$ cat config.mk
export PLATFORM = sky130hd
export DESIGN_NAME = arashi_mem_sched
export DESIGN_NICKNAME = d
export VERILOG_FILES = /design/src/rtl/arashi_mem_pkg.sv /design/src/rtl/arashi_rr_pick.sv /design/src/rtl/arashi_mem_sched.sv
export SDC_FILE = /design/constraint.sdc
export NUM_CORES = 1
export LEC_CHECK = 0
export ABC_AREA = 1
export BUFFER_PORTS_ARGS = -buffer_cell sky130_fd_sc_hd__buf_2
export CAP_MARGIN = 20
export CORE_ASPECT_RATIO = 1.5
export CORE_UTILIZATION = 40
export DETAILED_ROUTE_END_ITERATION = 6
export HOLD_SLACK_MARGIN = 0.02
export PLACE_DENSITY = 0.69
export REMOVE_ABC_BUFFERS = 1
export SLEW_MARGIN = 20
export SYNTH_ARGS = -nofsm -noshare
export SYNTH_HDL_FRONTEND = slang
export SYNTH_SLANG_ARGS = --single-unit
$ cat constraint.sdc
create_clock -name clk -period 2.6 [get_ports clk]
set_clock_uncertainty 0.1 [all_clocks]
set_input_delay 0.26 -clock clk [delete_from_list [all_inputs] [get_ports clk]]
set_output_delay 0.26 -clock clk [all_outputs]
set_load 0.03 [all_outputs]
$ cat src/rtl/arashi_mem_pkg.sv
// arashi_mem_pkg: shared types and constants for the arashi memory read scheduler.
package arashi_mem_pkg;
    localparam int MAX_THREAD_NUM_WIDTH = 4;
    typedef enum logic [1:0] {RUN, DRAIN, DONE} sched_state_e;
    typedef logic [MAX_THREAD_NUM_WIDTH-1:0] tid_t;
    function automatic int cred_w(input int max_out);
        return $clog2(max_out + 1);
    endfunction
endpackage

$ cat src/rtl/arashi_rr_pick.sv
// arashi_rr_pick: rotate-priority picker, first eligible index at or after i_ptr (wrapping).
module arashi_rr_pick #(
    parameter int W = 2
) (
    input  logic [(1<<W)-1:0] i_elig,
    input  logic [W-1:0]      i_ptr,
    output logic [W-1:0]      o_win,
    output logic              o_any
);
    always_comb begin
        o_win = '0;
        for (int k = (1 << W) - 1; k >= 0; k--)
            if (i_elig[i_ptr + W'(k)]) o_win = i_ptr + W'(k);
    end
    assign o_any = |i_elig;
endmodule

$ cat src/rtl/arashi_mem_sched.sv
// arashi_mem_sched: round-robin, credit-limited sharing of one memory read port with drain/flush.
// Optional ARASHI_MEM_SCHED_STATS_EN adds saturating grant/stall counters.
module arashi_mem_sched import arashi_mem_pkg::*; #(
    parameter int DATA_WIDTH       = 32,
    parameter int MEM_WIDTH        = 10,
    parameter int THREAD_NUM_WIDTH = 2,
    parameter int MAX_OUT          = 4
) (
    input  logic                                       clk,
    input  logic                                       rstn,
    input  logic [(1<<THREAD_NUM_WIDTH)-1:0]           req,
    input  logic [(1<<THREAD_NUM_WIDTH)*MEM_WIDTH-1:0] req_addr,
    output logic [(1<<THREAD_NUM_WIDTH)-1:0]           gnt,
    output logic                                       mem_rd_valid,
    input  logic                                       mem_rd_ready,
    output logic [MEM_WIDTH-1:0]                       mem_rd_addr,
    output logic [THREAD_NUM_WIDTH-1:0]                mem_rd_tid,
    input  logic                                       mem_rsp_valid,
    input  logic [THREAD_NUM_WIDTH-1:0]                mem_rsp_tid,
    input  logic [DATA_WIDTH-1:0]                      mem_rsp_data,
    output logic [(1<<THREAD_NUM_WIDTH)-1:0]           rsp_valid,
    output logic [DATA_WIDTH-1:0]                      rsp_data,
    input  logic                                       flush,
    output logic                                       flush_done,
`ifdef ARASHI_MEM_SCHED_STATS_EN
    output logic [31:0]                                stat_grants,
    output logic [31:0]                                stat_stalls,
`endif
    output logic                                       err_unexp
);
    localparam int TN = 1 << THREAD_NUM_WIDTH;
    localparam int CW = cred_w(MAX_OUT);
    localparam logic [CW-1:0] FULL = CW'(MAX_OUT);

    logic [CW-1:0]               r_credit [TN];
    logic [THREAD_NUM_WIDTH-1:0] r_ptr;
    sched_state_e                r_state;
    logic [TN-1:0]               w_elig;
    logic [THREAD_NUM_WIDTH-1:0] w_win;
    logic                        w_any, w_cap, w_take, w_idle;

    // The flush edge itself already blocks new captures.
    always_comb begin
        w_idle = !mem_rd_valid;
        for (int i = 0; i < TN; i++) begin
            w_elig[i] = req[i] && r_credit[i] != '0 && r_state == RUN && !flush;
            w_idle = w_idle && r_credit[i] == FULL;
        end
    end

    assign w_cap  = !mem_rd_valid || mem_rd_ready;
    assign w_take = w_cap && w_any;

    arashi_rr_pick #(.W(THREAD_NUM_WIDTH)) u_pick (
        .i_elig (w_elig),
        .i_ptr  (r_ptr),
        .o_win  (w_win),
        .o_any  (w_any)
    );

    always_ff @(posedge clk or negedge rstn) begin
        if (!rstn) begin
            gnt          <= '0;
            mem_rd_valid <= 1'b0;
            mem_rd_addr  <= '0;
            mem_rd_tid   <= '0;
            rsp_valid    <= '0;
            rsp_data     <= '0;
            flush_done   <= 1'b0;
            err_unexp    <= 1'b0;
            r_ptr        <= '0;
            r_state      <= RUN;
            for (int i = 0; i < TN; i++) r_credit[i] <= FULL;
        end else begin
            gnt <= w_take ? TN'(1) << w_win : '0;
            if (w_cap) mem_rd_valid <= w_any;
            if (w_take) begin
                mem_rd_addr <= req_addr[int'(w_win)*MEM_WIDTH +: MEM_WIDTH];
                mem_rd_tid  <= w_win;
                r_ptr       <= w_win + 1'b1;
            end
            rsp_valid <= mem_rsp_valid ? TN'(1) << mem_rsp_tid : '0;
            if (mem_rsp_valid) rsp_data <= mem_rsp_data;
            // A response to a thread with full credit is unexpected and leaves the credit alone.
            for (int i = 0; i < TN; i++) begin
                if (mem_rsp_valid && mem_rsp_tid == THREAD_NUM_WIDTH'(i) && r_credit[i] == FULL)
                    err_unexp <= 1'b1;
                else if (mem_rsp_valid && mem_rsp_tid == THREAD_NUM_WIDTH'(i) && !(w_take && w_win == THREAD_NUM_WIDTH'(i)))
                    r_credit[i] <= r_credit[i] + 1'b1;
                else if (w_take && w_win == THREAD_NUM_WIDTH'(i) && !(mem_rsp_valid && mem_rsp_tid == THREAD_NUM_WIDTH'(i)))
                    r_credit[i] <= r_credit[i] - 1'b1;
            end
            if (r_state == RUN) begin
                if (flush) r_state <= DRAIN;
            end else if (r_state == DRAIN) begin
                if (w_idle) begin
                    r_state    <= DONE;
                    flush_done <= 1'b1;
                end
            end else begin
                r_state    <= RUN;
                flush_done <= 1'b0;
            end
        end
    end

`ifdef ARASHI_MEM_SCHED_STATS_EN
    always_ff @(posedge clk or negedge rstn) begin
        if (!rstn) begin
            stat_grants <= '0;
            stat_stalls <= '0;
        end else if (flush_done) begin
            stat_grants <= '0;
            stat_stalls <= '0;
        end else begin
            if (|gnt && stat_grants != '1) stat_grants <= stat_grants + 1'b1;
            if (mem_rd_valid && !mem_rd_ready && stat_stalls != '1) stat_stalls <= stat_stalls + 1'b1;
        end
    end
`endif
endmodule

==> results.md <==
* Final hold vios at 0
* Layout cells sized above 1 at 46.2%
* Fin crit period at roughly 2.9 ns
* Total track usage at 20.8%
* Startpoint types: flip-flop
* Maximum vdd drop at 605 uV
* Initial antenna violation count at 0
* HPWL after DPL at about 7.0 mm
* Number of CTS-inserted buffers at 9
* CTS clk-pin slew, worst paths at 0.05 ns
* Starting DRT DRC Count at 136
* CP max stage cell: dfstp_2
* Syn Inst Count at 480
* Most common cell after layout, fill and taps aside: nand2_1
* Simple-Gate Fraction of Synth Area at a little over a third
* Commonest cells after routing, fill and taps aside: nand2_1 (165), buf_2 (137), dfrtp_1 (67)
* Register bit total from synthesis at about 70
* Comb power frac at between 50% and 60%
* Largest net degree at the start of global routing at 40
* Mean Syn Cell Area at between 8 and 9 sq um
* Max Slew Vio Count at 0
* Io pins at 138
* PortBufs at 137
* Die Span Y at about 120 um
* DRC at 0
* Status: complete, but fails checks
* Power per standard cell area at 992 nW/um^2
* Yosys Warn Count at 0
* Compound-Gate Fraction of Synth Area at 2.28%
* Via count at 3,726
* MaxCap Viol Count at 0
* Top delay family on crit path: simple AND/OR/NAND/NOR gates
* Synth area leader: dfrtp_1
* CP peak stage delay at roughly 0.5 ns
* Pint at 3.37 mW
* XOR/XNOR share of the synthesized area at 2.02%
* Vias in the first global route at 3,674
* Clock network power share at between 20 and 25%
* Area grow syn2layout at 45.1%
* RSZ-0062 raised after global routing: true
* Seq pwr share at 28.0%
* CTS sink count at 71
* WP data required at between 2 and 3 ns
* Post-synthesis adder-cell area fraction at 3.33%
* Worst path cell trace: inv_1 -> nand2_1 -> nand2_1 -> nor2_2 -> nand2_1 -> nand2_2 -> nand2_2 -> nand2_2 -> nand2_4 -> nand2_4 -> nand2_4 -> nand2_8 -> inv_6 -> nor2_4 -> inv_2 -> nor2_4 -> inv_2 -> ha_4 -> inv_4 -> fa_2 -> mux2_4
* Setup ws final at -0.328 ns
* Bufs on Longest Clock Path at 2
* Drt pass-1 iters at 4
* Setup TNS at -1.63 ns
* Leak at 3.18 nW
* Core Area at 9360 sq um
* Mux contribution to synthesized area at ~1.2%
* Post-Place Setup Slack at -0.326 ns
* Die width at 82.7 um
* Worst Setup Path Type: flip-flop to flip-flop
* H-tree levels at 3
* First-pass GRT wire length at 16.1 mm
* Inserted Diodes at 0
* Synth top area share at 42.9%
* Detail Route Antenna Nets at 0
* # setup viols final at 8
* CP Buf/Inv Count at 5
* Global route overflow at 0
* Routed len/inst at 12.3 um
* CTS tree: yes
* Synth area leaders: dfrtp_1 (43%), nand2_1 (16%), inv_1 (5.8%), nand3_1 (5.3%), nand2_2 (3.8%)
* Cell Rows at 43
* Post-DR vias/cell at 4.68
* Final WL at between 9 and 10 mm
* Hold slack at 0.0272 ns
* Tcrit/Tclk final at 113%
* Register area share after synthesis at 45.6%
* Critical Path Sink Type: flip-flop
* Layout net count at 770
* Worst slew pin tran at 0.530 ns
* Yosys cell types at 34
* Worst min path class: input pin to flip-flop
* Largest family of logic cells by synthesized area: simple AND/OR/NAND/NOR gates
* Gpl congestion at 0.887
* Worst skew pair latency at around 0.33 ns
* Initial Utilization at 41.7%
* Switching pwr at 2.25 mW
* Critical Path Fanout Max at 3
* Sw Share at ~40%
* DIE AREA at 10,200 sq um
* Failing checks: negative setup slack
* Worst EP arrival at 3.04 ns
* Post-synthesis cell area at roughly 4000 sq um
* Worst slew margin at 64.7%
* Clock root cell: clkbuf_16
* Fmax at between 300 and 400 MHz
## worst register-to-register path: stages (launching register included)
cell     delay (ns)
dfstp_2        0.51
inv_1          0.04
nand2_1        0.07
nand2_1        0.06
nor2_2         0.10
nand2_1        0.10
nand2_2        0.10
nand2_2        0.06
nand2_2        0.08
nand2_4        0.07
nand2_4        0.06
nand2_4        0.06
nand2_8        0.08
inv_6          0.04
nor2_4         0.15
inv_2          0.08
nor2_4         0.09
inv_2          0.05
ha_4           0.16
inv_4          0.05
fa_2           0.42
mux2_4         0.26
## cell type report
| class | instances | area [sq um] |
|---|---|---|
| fillers | 862 | 3700 |
| well taps | 112 | 140 |
| inverters | 72 | 288 |
| clock inverters | 3 | 42.5 |
| flip-flops and latches | 71 | 1780 |
| repair buffers | 206 | 1250 |
| clock buffers | 13 | 260 |
| multi-input cells | 319 | 1900 |
## sequential cells by signal, summed over array words and instances (netlist names)
signal	flops
rsp_data	32
flush_done	1
err_unexp	1
r_credit	12
rsp_valid	4
r_ptr	2
gnt	4
mem_rd_tid	2
r_state	2
mem_rd_valid	1
mem_rd_addr	10
## cells by family after synthesis
| logic type | after synthesis |
|---|---|
| AND/OR/NAND/NOR | 284 |
| adder cells (fa/ha/maj) | 8 |
| flip-flops | 71 |
| buffers and inverters | 90 |
| AO/OA/AOI/OAI | 14 |
| multiplexers | 4 |
| XOR/XNOR | 9 |
## Yosys cell counts (all sizes together)
library cell    n
dfrtp          67
xor2            9
clkbuf          7
a31oi           1
ha              4
fa              4
nor2           14
dfstp           4
clkinv          1
nor3           10
mux2            4
a21oi           6
inv            71
o211ai          2
or2             4
nand4           4
o21ai           5
buf            11
nand3          53
nand2         199
## layer usage
layer	wire length (um)	up-vias	GRT usage (%)	part of all wire, %
met4	250	0	9.70	2.6
met3	549	21	4.94	5.6
met1	3930	1717	23.8	40
met5	0	-	0	0
li1	-	1860	-	-
met2	5070	128	35.9	52
## power groups by stage
stage	logic, mW	registers (mW)	clock network [mW]
2_1_floorplan	1.18	1.94	0
3_3_place_gp	2.44	1.57	0
3_5_place_dp	2.49	1.59	0
4_1_cts	2.70	1.57	1.26
5_1_grt	3.08	1.60	1.31
6_report	2.81	1.57	1.24
## per-stage QoR
step           cell area, sq um  power [mW]  utilization [%]  cells
2_1_floorplan              3760        3.12                -    462
3_3_place_gp               4970        4.02             53.1    761
3_5_place_dp               4970        4.07             53.1    761
4_1_cts                    5550        5.54             59.3    789
5_1_grt                    5660        6.00             60.5    796
6_report                   5660        5.62             60.5    796
## what timing repair did
action	4_1_cts	5_1_grt
hold buffers	7	0
buffers inserted	5	8
setup endpoints to repair	11	12
endpoints found under the hold margin	73	0
pin swaps	18	16
resized for setup	46	17
## path summary, 6_finish.rpt
kind,startpoint,cells past startpoint,end,slack [ns]
worst max-delay path,r_credit[2],21,r_credit[1],-0.33
worst min-delay path,mem_rsp_data[2],3,rsp_data[2],0.03
worst max register to register,r_credit[2],21,r_credit[1],-0.33
worst min register to register,rsp_data[18],2,rsp_data[18],0.37
max in group asynchronous,rstn,3,r_credit[11],1.58
min in group asynchronous,rstn,3,rsp_data[0],0.37
Note: power is estimated with default switching activity, not from simulation.
